[config.mk]
export PLATFORM = sky130hd
export DESIGN_NAME = ab_match_monitor
export DESIGN_NICKNAME = d
export VERILOG_FILES = /design/src/rtl/ab_match_monitor.sv
export SDC_FILE = /design/constraint.sdc
export NUM_CORES = 1
export LEC_CHECK = 0
export CAP_MARGIN = 30
export CORE_MARGIN = 3
export CORE_UTILIZATION = 46
export CTS_CLUSTER_SIZE = 24
export DETAILED_ROUTE_END_ITERATION = 16
export GPL_ROUTABILITY_DRIVEN = 0
export PLACE_DENSITY = 0.84
export SYNTH_ARGS = -nofsm -noshare
export SYNTH_HDL_FRONTEND = slang
export SYNTH_SLANG_ARGS = --single-unit
[constraint.sdc]
create_clock -name clk -period 4 [get_ports clk]
set_clock_uncertainty 0.2 [all_clocks]
set_input_delay 0.4 -clock clk [delete_from_list [all_inputs] [get_ports clk]]
set_output_delay 0.4 -clock clk [all_outputs]
set_load 0.01 [all_outputs]
[src/rtl/ab_match_monitor.sv]
// Compares two bits on each enabled clock. Keeps saturating pass/fail counters
// and runs a mismatch-run FSM that raises a sticky alarm after FAIL_LIMIT consecutive mismatches.
module ab_match_monitor #(
   parameter int unsigned CNT_W      = 16,
   parameter int unsigned FAIL_LIMIT = 3
) (
   input  logic             clk,
   input  logic             rst_n,
   input  logic             en,
   input  logic             a,
   input  logic             b,
   input  logic             clr,
   input  logic             alarm_ack,
   output logic             match,
   output logic [CNT_W-1:0] pass_cnt,
   output logic [CNT_W-1:0] fail_cnt,
   output logic [7:0]       run_len,
   output logic             alarm,
   output logic [1:0]       state
);

   localparam int unsigned    RUN_W   = 8;
   localparam logic [CNT_W-1:0] CNT_MAX = {CNT_W{1'b1}};
   localparam logic [RUN_W-1:0] RUN_MAX = {RUN_W{1'b1}};
   localparam logic [RUN_W-1:0] LIMIT   = RUN_W'(FAIL_LIMIT);

   typedef enum logic [1:0] {
      S_IDLE  = 2'd0,
      S_MATCH = 2'd1,
      S_MISM  = 2'd2,
      S_ALARM = 2'd3
   } state_t;

   state_t           state_q;
   logic             match_q;
   logic [CNT_W-1:0] pass_q;
   logic [CNT_W-1:0] fail_q;
   logic [RUN_W-1:0] run_q;
   logic             alarm_q;
   logic             eq_c;

   assign eq_c = (a == b);

   always_ff @(posedge clk or negedge rst_n) begin
      if (!rst_n) begin
         state_q <= S_IDLE;
         match_q <= 1'b0;
         pass_q  <= '0;
         fail_q  <= '0;
         run_q   <= '0;
         alarm_q <= 1'b0;
      end else if (clr) begin
         state_q <= S_IDLE;
         match_q <= 1'b0;
         pass_q  <= '0;
         fail_q  <= '0;
         run_q   <= '0;
         alarm_q <= 1'b0;
      end else begin
         // Counters and match track every accepted sample, even one coinciding with an ack.
         if (en) begin
            match_q <= eq_c;
            if (eq_c) begin
               if (pass_q != CNT_MAX) pass_q <= pass_q + CNT_W'(1);
            end else begin
               if (fail_q != CNT_MAX) fail_q <= fail_q + CNT_W'(1);
            end
         end

         if (state_q == S_ALARM && alarm_ack) begin
            state_q <= S_IDLE;
            run_q   <= '0;
            alarm_q <= 1'b0;
         end else if (en) begin
            unique case (state_q)
               S_IDLE, S_MATCH: begin
                  if (eq_c) begin
                     state_q <= S_MATCH;
                     run_q   <= '0;
                  end else begin
                     run_q <= RUN_W'(1);
                     if (LIMIT == RUN_W'(1)) begin
                        state_q <= S_ALARM;
                        alarm_q <= 1'b1;
                     end else begin
                        state_q <= S_MISM;
                     end
                  end
               end
               S_MISM: begin
                  if (eq_c) begin
                     state_q <= S_MATCH;
                     run_q   <= '0;
                  end else begin
                     run_q <= run_q + RUN_W'(1);
                     if (run_q + RUN_W'(1) == LIMIT) begin
                        state_q <= S_ALARM;
                        alarm_q <= 1'b1;
                     end
                  end
               end
               S_ALARM: begin
                  if (eq_c)                 run_q <= '0;
                  else if (run_q != RUN_MAX) run_q <= run_q + RUN_W'(1);
               end
               default: state_q <= S_IDLE;
            endcase
         end
      end
   end

   assign match    = match_q;
   assign pass_cnt = pass_q;
   assign fail_cnt = fail_q;
   assign run_len  = run_q;
   assign alarm    = alarm_q;
   assign state    = state_q;

endmodule

==> impl_metrics.tcl <==
set metrics [dict create \
    min_path_type "register to register" \
    relSlewSlack_pct 42.6 \
    met2_usage_pct 31.9 \
    path_max_fanout 11 \
    cp_slowest_stage_delay_ns 0.53 \
    p_total_mw 0.842 \
    p_clk_share_pct 35.8 \
    cts_setup_buffers 0 \
    grt_max_degree 32 \
    antenna_cells 0 \
    fmax_mhz 391 \
    use_met3_pct 3.40 \
    grt_first_pass_wirelength_um 10300 \
    vias 2323 \
    io_buffer_count 50 \
    grt_overflow 0 \
    power_density_nw_per_um2 255 \
    intPower_mw 0.623 \
    synth_area_um2 2630 \
    arrival_ns 2.54 \
    max_cap_viol_count 0 \
    yosysUniqueCellTypes 54 \
    cts_tree "yes" \
    io_pins 51 \
    final_nets 348 \
    cp-start-kind "primary input" \
    syn_inst 289 \
    combPwrFrac_pct 9.6 \
    p_sw_share_pct 26.0 \
    dieWidth_um 81.6 \
    drt_iter0_drc 190 \
    p_switching_mw 0.219 \
    top_usage_layer "met2" \
    fillers 439 \
    avgSynthCellArea_um2 9.09 \
    p_seq_share_pct 54.6 \
    synth_seq_cells 44 \
    start_util_pct 49.5 \
    critical_path_class "primary input to register" \
    htreeDepth 2 \
    vdd_drop_max_mv 0.211 \
    cts.clk_slew.worst_paths_ns 0.09 \
    wl_per_cell_um 15.1 \
    area_delta_synth_final_pct 25.5 \
    rsz0062_at_grt "false" \
    drive_gt1_share_pct 7.40 \
    final_common_cell "clkdlybuf4s50_1" \
    dieHeight_um 81.6 \
    synth_edf_count 0 \
    endpoint_kind "register" \
    ant_nets 0 \
    cp_slowest_cell "clkdlybuf4s50_1" \
    dp_hpwl_um 4490 \
    setup_viol 0 \
    post_cts_resized 0 \
    p_leak_nw 1.23 \
    dieArea_um2 6650 \
    status "finished clean" \
    synth-seq-area-share_pct 41.9 \
    clock_sinks 44 \
    drv_slew 0 \
    avgViaCountPerCell 5.69 \
    setup_tns_ns 0 \
    crit_family "simple AND/OR/NAND/NOR gates" \
    period_minus_slack_ns 2.56 \
    finalCritPeriodShare_pct 63.9 \
    crit_chain "clkdlybuf4s50_1 -> xor2_1 -> a21oi_1 -> nor3_2 -> nand4_1 -> mux2_1" \
    tightest_slew_ns 0.860 \
    clock_latency_ns 0.30 \
    worst-path-buf-inv 1 \
    synth_flop_cell "dfrtp_1" \
    grt_pass1_vias 2250 \
    drt_wl_total_um 6170 \
    syn_nets 300 \
    finalHoldViolCount 0 \
    cts_buffers 5 \
    antenna_found_initial 0 \
    core_area_um2 5300 \
    required_ns 3.98 \
    clk_path_buf_depth 2 \
    final_cell_mix "clkdlybuf4s50_1 (49), dfrtp_1 (44), nor2_1 (31), nand2_1 (26)" \
    drc_errors 0 \
    cts_root_buf "clkbuf_8" \
    cts_hold_buf 1 \
    ys_warn_count 0 \
    grt.met1_usage_pct 26.8 \
    synthArstFlopShare_pct 100 \
    whs_ns 0.298 \
    rows 26 \
    grtUsageTotal_pct 19.6 \
    dr.pass1.iters 4 \
]
## metrics by stage
stage	util (%)	setup WS [ns]	cells	instance area (um2)
CTS	62.2	1.47	408	3300
global route	62.2	1.32	408	3300
global placement	59.8	1.25	398	3170
finish	62.2	1.44	408	3300
floorplan	-	1.76	289	2630
detailed placement	60.1	1.15	399	3190
## state kept, by name (all words and copies together) (netlist names)
| signal | cells |
|---|---|
| fail_cnt | 16 |
| match | 1 |
| alarm | 1 |
| run_len | 8 |
| state | 2 |
| pass_cnt | 16 |
## worst reg2reg max path, delay by kind of cell, from the launching register on
kind,cells,cell delay [ns]
AND/OR/NAND/NOR,4,1.06
flip-flops,1,0.47
multiplexers,1,0.33
adder cells (fa/ha/maj),1,0.23
## path summary, 6_finish.rpt
path                       depth (start not counted)      endpoint         from  slack [ns]
hold reg to reg                                    2         alarm        alarm        0.30
hold / removal                                     2         alarm        alarm        0.30
setup / recovery                                   6  fail_cnt[15]            a        1.44
min in group asynchronous                          2    run_len[2]        rst_n        0.33
max in group asynchronous                          3   fail_cnt[1]        rst_n        2.79
setup reg to reg                                   6  fail_cnt[15]  fail_cnt[0]        1.61
## cells by family after synthesis
kind of cell / after synthesis / synth area share, %
AND/OR/NAND/NOR: 136 / 27.8
multiplexers: 9 / 3.72
AO/OA/AOI/OAI: 52 / 13.1
XOR/XNOR: 25 / 8.62
flip-flops: 44 / 41.9
buffers and inverters: 19 / 2.95
adder cells (fa/ha/maj): 4 / 1.91
## area by class of cell
cell class	instances	area, um2	area share [%]
Clock buffer	6	82.6	2.50
Clock inverter	2	15.0	0.455
Inverter	6	22.5	0.683
Multi-Input combinational cell	226	1450	43.9
Sequential cell	44	1100	33.4
Tap cell	70	87.6	2.66
Timing Repair Buffer	54	541	16.4
## power groups by stage
stage                     Combinational (mW)  Clock [mW]  Sequential (mW)
after floorplan                       0.0415           0            0.468
after global placement                0.0766           0            0.468
after detailed placement              0.0805           0            0.468
after CTS                             0.0818       0.308            0.460
after global routing                  0.0895       0.324            0.461
final                                 0.0809       0.301            0.460
## cells in the mapped netlist (4+ instances only)
cell type  number  area, um2
a211oi_1        8       60.1
a21oi_1        11       55.1
and3_1          7       43.8
clkbuf_1        9       33.8
dfrtp_1        44       1100
ha_1            4       50.1
inv_1           6       22.5
mux2_1          5       56.3
nand2_1        26       97.6
nand2b_1        4       25.0
nand3_1        22        110
nand4_1         8       50.1
nor2_1         31        116
nor2b_1         5       31.3
nor3_1          8       40.0
nor4_1          7       43.8
o211ai_1        4       30.0
o21ai_1        10       50.1
xnor2_1        22        193
## layer usage
metal  wire length [um]  up-vias
met5                  0        -
met4                 66        0
met3                289        8
met2               2910       77
met1               2900     1089
li1                   -     1149
Note: power is estimated with default switching activity, not from simulation.
